$ cat src/rtl/led_pattern_gen.sv
// Multi-channel LED pattern generator: per-channel OFF / fixed PWM / blink / breathe
// patterns driven from a shared prescaled tick and a free-running PWM counter.
module led_pattern_gen #(
  parameter int CHANNELS    = 4,
  parameter int PRESCALE    = 16000,
  parameter int PWM_BITS    = 8,
  parameter int PERIOD_BITS = 10,
  localparam int CH_W       = (CHANNELS > 1) ? $clog2(CHANNELS) : 1
) (
  input  logic                   clk,
  input  logic                   rst_n,
  input  logic                   cfg_we,
  input  logic [CH_W-1:0]        cfg_ch,
  input  logic [1:0]             cfg_mode,
  input  logic [PERIOD_BITS-1:0] cfg_period,
  input  logic [PWM_BITS-1:0]    cfg_duty,
  output logic                   tick,
  output logic [CHANNELS-1:0]    led
);

  localparam int PS_W = $clog2(PRESCALE);
  localparam logic [PS_W-1:0]        PS_LAST  = PS_W'(PRESCALE - 1);
  localparam logic [PS_W-1:0]        PS_ONE   = PS_W'(1);
  localparam logic [PWM_BITS-1:0]    PWM_ZERO = {PWM_BITS{1'b0}};
  localparam logic [PWM_BITS-1:0]    PWM_ONE  = PWM_BITS'(1);
  localparam logic [PWM_BITS-1:0]    PWM_FULL = {PWM_BITS{1'b1}};
  localparam logic [PERIOD_BITS-1:0] PER_ZERO = {PERIOD_BITS{1'b0}};
  localparam logic [PERIOD_BITS-1:0] PER_ONE  = PERIOD_BITS'(1);

  typedef enum logic [1:0] {
    MODE_OFF     = 2'd0,
    MODE_ON      = 2'd1,
    MODE_BLINK   = 2'd2,
    MODE_BREATHE = 2'd3
  } mode_e;

  typedef enum logic {
    DIR_UP   = 1'b0,
    DIR_DOWN = 1'b1
  } dir_e;

  logic [PS_W-1:0]        presc_q, presc_d;
  logic                   tick_q, tick_d;
  logic [PWM_BITS-1:0]    pwm_cnt_q, pwm_cnt_d;
  logic [CHANNELS-1:0]    led_q, led_d;

  mode_e                  mode_q   [CHANNELS];
  mode_e                  mode_d   [CHANNELS];
  logic [PERIOD_BITS-1:0] period_q [CHANNELS];
  logic [PERIOD_BITS-1:0] period_d [CHANNELS];
  logic [PERIOD_BITS-1:0] step_q   [CHANNELS];
  logic [PERIOD_BITS-1:0] step_d   [CHANNELS];
  logic [PWM_BITS-1:0]    duty_q   [CHANNELS];
  logic [PWM_BITS-1:0]    duty_d   [CHANNELS];
  logic [PWM_BITS-1:0]    bright_q [CHANNELS];
  logic [PWM_BITS-1:0]    bright_d [CHANNELS];
  logic                   phase_q  [CHANNELS];
  logic                   phase_d  [CHANNELS];
  dir_e                   dir_q    [CHANNELS];
  dir_e                   dir_d    [CHANNELS];
  logic                   step_evt_s [CHANNELS];
  logic                   cfg_valid_s;

  // A full-scale level must light the LED 100%, which a plain compare never reaches.
  function automatic logic pwm_on(input logic [PWM_BITS-1:0] level,
                                  input logic [PWM_BITS-1:0] cnt);
    return (level == PWM_FULL) || (cnt < level);
  endfunction

  function automatic logic [PERIOD_BITS-1:0] period_last(input logic [PERIOD_BITS-1:0] period);
    logic [PERIOD_BITS-1:0] last;
    if (period == PER_ZERO) begin
      last = PER_ZERO;
    end else begin
      last = period - PER_ONE;
    end
    return last;
  endfunction

  // Next-state logic: timebase, PWM counter, per-channel step/phase/breathe FSM, config writes.
  always_comb begin
    cfg_valid_s = cfg_we && (32'(cfg_ch) < 32'(CHANNELS));

    if (presc_q == PS_LAST) begin
      presc_d = '0;
      tick_d  = 1'b1;
    end else begin
      presc_d = presc_q + PS_ONE;
      tick_d  = 1'b0;
    end

    pwm_cnt_d = pwm_cnt_q + PWM_ONE;
    led_d     = '0;

    for (int i = 0; i < CHANNELS; i++) begin
      mode_d[i]     = mode_q[i];
      period_d[i]   = period_q[i];
      duty_d[i]     = duty_q[i];
      step_d[i]     = step_q[i];
      phase_d[i]    = phase_q[i];
      bright_d[i]   = bright_q[i];
      dir_d[i]      = dir_q[i];
      step_evt_s[i] = 1'b0;

      if (((mode_q[i] == MODE_BLINK) || (mode_q[i] == MODE_BREATHE)) && tick_q) begin
        if (step_q[i] == period_last(period_q[i])) begin
          step_d[i]     = PER_ZERO;
          step_evt_s[i] = 1'b1;
        end else begin
          step_d[i] = step_q[i] + PER_ONE;
        end
      end else begin
        step_d[i] = step_q[i];
      end

      case (mode_q[i])
        MODE_OFF: begin
          led_d[i] = 1'b0;
        end
        MODE_ON: begin
          led_d[i] = pwm_on(duty_q[i], pwm_cnt_q);
        end
        MODE_BLINK: begin
          led_d[i] = phase_q[i] & pwm_on(duty_q[i], pwm_cnt_q);
          if (step_evt_s[i]) begin
            phase_d[i] = ~phase_q[i];
          end else begin
            phase_d[i] = phase_q[i];
          end
        end
        MODE_BREATHE: begin
          led_d[i] = pwm_on(bright_q[i], pwm_cnt_q);
          if (!step_evt_s[i]) begin
            bright_d[i] = bright_q[i];
          end else if (duty_q[i] == PWM_ZERO) begin
            bright_d[i] = PWM_ZERO;
          end else begin
            case (dir_q[i])
              DIR_UP: begin
                if (bright_q[i] == duty_q[i]) begin
                  dir_d[i]    = DIR_DOWN;
                  bright_d[i] = bright_q[i] - PWM_ONE;
                end else begin
                  bright_d[i] = bright_q[i] + PWM_ONE;
                end
              end
              DIR_DOWN: begin
                if (bright_q[i] == PWM_ZERO) begin
                  dir_d[i]    = DIR_UP;
                  bright_d[i] = bright_q[i] + PWM_ONE;
                end else begin
                  bright_d[i] = bright_q[i] - PWM_ONE;
                end
              end
              default: begin
                dir_d[i]    = DIR_UP;
                bright_d[i] = PWM_ZERO;
              end
            endcase
          end
        end
        default: begin
          led_d[i] = 1'b0;
        end
      endcase

      // A write restarts the channel and wins over a step event on the same edge.
      if (cfg_valid_s && (cfg_ch == CH_W'(i))) begin
        mode_d[i]   = mode_e'(cfg_mode);
        period_d[i] = cfg_period;
        duty_d[i]   = cfg_duty;
        step_d[i]   = PER_ZERO;
        phase_d[i]  = 1'b0;
        bright_d[i] = PWM_ZERO;
        dir_d[i]    = DIR_UP;
      end else begin
        mode_d[i] = mode_d[i];
      end
    end
  end

  // State registers with synchronous active-low reset.
  always_ff @(posedge clk) begin
    if (!rst_n) begin
      presc_q   <= '0;
      tick_q    <= 1'b0;
      pwm_cnt_q <= '0;
      led_q     <= '0;
      for (int i = 0; i < CHANNELS; i++) begin
        mode_q[i]   <= MODE_OFF;
        period_q[i] <= '0;
        duty_q[i]   <= '0;
        step_q[i]   <= '0;
        phase_q[i]  <= 1'b0;
        bright_q[i] <= '0;
        dir_q[i]    <= DIR_UP;
      end
    end else begin
      presc_q   <= presc_d;
      tick_q    <= tick_d;
      pwm_cnt_q <= pwm_cnt_d;
      led_q     <= led_d;
      for (int i = 0; i < CHANNELS; i++) begin
        mode_q[i]   <= mode_d[i];
        period_q[i] <= period_d[i];
        duty_q[i]   <= duty_d[i];
        step_q[i]   <= step_d[i];
        phase_q[i]  <= phase_d[i];
        bright_q[i] <= bright_d[i];
        dir_q[i]    <= dir_d[i];
      end
    end
  end

  assign tick = tick_q;
  assign led  = led_q;

endmodule
$ cat config.mk
export PLATFORM = sky130hd
export DESIGN_NAME = led_pattern_gen
export DESIGN_NICKNAME = d
export VERILOG_FILES = /design/src/rtl/led_pattern_gen.sv
export SDC_FILE = /design/constraint.sdc
export NUM_CORES = 1
export LEC_CHECK = 0
export CORE_MARGIN = 5
export CORE_UTILIZATION = 55
export CTS_CLUSTER_SIZE = 40
export DETAILED_ROUTE_END_ITERATION = 12
export HOLD_SLACK_MARGIN = 0.1
export PLACE_DENSITY = 0.72
export SYNTH_ARGS = -nofsm -noshare
export SYNTH_HDL_FRONTEND = slang
export SYNTH_SLANG_ARGS = --single-unit
$ cat constraint.sdc
create_clock -name clk -period 7.4 [get_ports clk]
set_input_delay 1.48 -clock clk [delete_from_list [all_inputs] [get_ports clk]]
set_output_delay 1.48 -clock clk [all_outputs]
set_load 0.005 [all_outputs]
==> out/results.ini <==
[sta]
grt_setup_unrepaired=false
finalClockSkew_ns=0.01059
slew_violations=0
fin_worst_hold_slack_ns=0.4610
timing.slew.headroom_pct=14.79
setup-violations-final=0
minimum_clock_period_after_layout_ns=3.684
final-hold-violation-count=0
worst_pin_slew_ns=1.273
part_of_the_cycle_the_worst_path_needs_pct=49.79
finalWorstSetupSlack_ns=3.716
tns_ns=0
fmaxAchievable_ghz=0.2714

[yosys]
synth.lib_cells_used.distinct=86
synth-seq-cells=187
synth_edf_count=6
synth_commonest_cells=sky130_fd_sc_hd__dfxtp_1 (181), sky130_fd_sc_hd__nand2_1 (160), sky130_fd_sc_hd__nor2_1 (84)
synth.largest_area_cell=sky130_fd_sc_hd__dfxtp_1
synth_most_common_cell=sky130_fd_sc_hd__dfxtp_1
yosys-top-cells-area=sky130_fd_sc_hd__dfxtp_1 (29%), sky130_fd_sc_hd__ha_1 (7.9%), sky130_fd_sc_hd__nand2_1 (4.9%)
ys.warnings.count=0
synth_async_sr_flop_share_pct=0
synth.cell_area_um2=12370
synthesis.nets=1622
synthFlopType=sky130_fd_sc_hd__dfxtp_1
yosysSeqAreaShare_pct=30.74
synth_top_cell_area_share_pct=29.29
synth.avg_cell_area_um2=8.146
post_synth_inst_count=1519

[placed_design]
place_hpwl_um=23380
gp_routability_congestion=0.9408
preCtsSetupSlack_ns=3.485
place.port_buffers=29

[floorplanning]
die_width_um=160.0
total_die_area_um2=25600
initial_util_pct=56.35
floorplan.io_pins=30
die_y_um=160.0
fp-row-count=54
design.core.area_um2=21960

[power_and_ir_drop]
power_density_cells_nw_per_um2=181.5
maximum_vdd_ir_drop_uv=138.0
total_leakage_power_uw=0.005042

[cells_and_area]
flow.area_growth_from_synthesis_pct=7.898
fillCellCount=1954
post_layout_util_pct=60.80
post_route_cells_drive_above_1_share_pct=4.648
nets=1596
num_antenna_cells=0

[routing]
detailroute.via_count=11360
drt_drc_violations_left=0
final_antenna_net_count=0
post_drt_via_cell_ratio=6.363
drtIter0Drc=828
detailedRoute.firstPassIterationCount=5
routed_wirelength_um=33020
route.detailed.wl_per_inst_um=18.49

[clock_network]
worst_skew_pair.late_latency_ns=0.44
cts_root_buf=sky130_fd_sc_hd__clkbuf_16
tritoncts=yes
post_cts_hold_buffer_count=0
post_cts.repair.setup_buffers=0
htree_num_levels=4
cts-buffers-inserted=17
cts.reportedPaths.clkPinSlew_ns=0.08
cts_num_sinks=187
post_cts.resized_instances=0
ctsLongestPathBuffers=2

[setup_path]
worstPathArrival_ns=3.85
worst_setup_path_start_kind=flip-flop
worstPathMaxFanout=10
worst_path_most_repeated_cell=sky130_fd_sc_hd__nor4_1
crit_type=reg -> reg
crit_path_cell_trace=inv_1, ha_1, or4b_2, nor4_1, a31oi_1, nor4_1, nand4_1, nor2_1, a21o_1
timing.critical_path.to_type=flip-flop
max_stage_delay_ns=0.72
crit_path_max_delay_cell_type=sky130_fd_sc_hd__or4b_2
timing.critical_path.required_ns=7.56

[grt]
number_of_global_route_vias_before_repair=10940
grt_pass1_wl_um=54890
grt_antenna_before_repair=1
grt_max_degree=51
grt_use_total_pct=25.58
grt-ovfl-total=0

[status]
outcome=finished, final reports clean

[job]
maxCapViolCount=0

[worst_hold_path]
hold_path_class=reg -> reg

state kept, by name, indices dropped and copies added, names as in the netlist, 4 cells and up:
name,cells
period_q,40
step_q,40
bright_q,32
duty_q,32
presc_q,14
mode_q,8
pwm_cnt_q,8
dir_q,4
led,4
phase_q,4
worst max-delay path: cells and delay by family (launching register included):
| kind | cells | cell delay (ns) |
|---|---|---|
| AND/OR/NAND/NOR | 5 | 2.41 |
| flip-flops | 1 | 0.37 |
| AO/OA/AOI/OAI | 2 | 0.32 |
| adder cells (fa/ha/maj) | 1 | 0.21 |
| buffers and inverters | 1 | 0.10 |
area by class of cell:
type	instances	area [um2]	share of cell area [%]
clock buffer	20	456.7	3.421
sequential	187	3804	28.49
tap	280	350.3	2.624
timing repair buffer	34	327.8	2.455
inverter	82	307.8	2.306
multi-input combinational	1171	7971	59.71
clock inverter	12	132.6	0.9934
worst paths after layout:
path	startpoint	endpoint	slack (ns)	cells after the start
max reg2reg	period_q[0][0]$_SDFFE_PN0P_	phase_q[0]$_DFFE_PP_	3.72	9
min reg2reg	presc_q[0]$_SDFF_PP0_	presc_q[0]$_SDFF_PP0_	0.46	1
min	presc_q[0]$_SDFF_PP0_	presc_q[0]$_SDFF_PP0_	0.46	1
max	period_q[0][0]$_SDFFE_PN0P_	phase_q[0]$_DFFE_PP_	3.72	9
metrics by stage:
stage	power, uW	instances	cell area [um2]
floorplan	1392	1519	12370
global placement	1489	1754	12760
detailed placement	1497	1754	12760
CTS	2432	1786	13350
global route	2536	1786	13350
finish	2423	1786	13350
routing by layer:
layer  vias to the layer above  track usage [%]  share of wire (%)
met5                         -                0              0.039
met4                         2            7.235                2.2
met3                        66            4.639                6.0
met1                      5428            33.68                 44
li1                       5501                -                  -
met2                       367            43.14                 48
power breakdown:
group | switching [uW] | internal [uW]
Sequential | 39.0 | 1030
Combinational | 237 | 174
Clock | 420 | 520
cell families (layout without fill, tap and decap cells):
group / Yosys count / count (layout) / synth area share [%]
DFF: 187 / 187 / 30.74
AOI/OAI and AO/OA: 362 / 362 / 21.13
muxes: 19 / 19 / 1.598
adders and majority gates: 78 / 78 / 7.888
xor gates and xnor gates: 113 / 113 / 8.120
buffers and inverters: 161 / 148 / 5.016
and+or+nand+nor: 599 / 599 / 25.50
cells in the final DEF (no fill, tap or decap), types with 27 or more instances in the layout:
cell type	Yosys	routed
sky130_fd_sc_hd__nor3_1	62	61
sky130_fd_sc_hd__nand2_1	160	160
sky130_fd_sc_hd__a21o_1	33	33
sky130_fd_sc_hd__nand4_1	41	41
sky130_fd_sc_hd__nor2_1	84	84
sky130_fd_sc_hd__nor4_1	27	27
sky130_fd_sc_hd__inv_1	82	82
sky130_fd_sc_hd__nand3_1	51	51
sky130_fd_sc_hd__a21oi_1	39	39
sky130_fd_sc_hd__o21ai_0	69	68
sky130_fd_sc_hd__xor2_1	52	52
sky130_fd_sc_hd__ha_1	78	78
sky130_fd_sc_hd__and3_1	27	27
sky130_fd_sc_hd__dfxtp_1	181	181
sky130_fd_sc_hd__xnor2_1	60	60
sky130_fd_sc_hd__a22o_1	30	30
sky130_fd_sc_hd__clkdlybuf4s50_1	0	29
No activity file was read; power rests on OpenSTA's default activity.
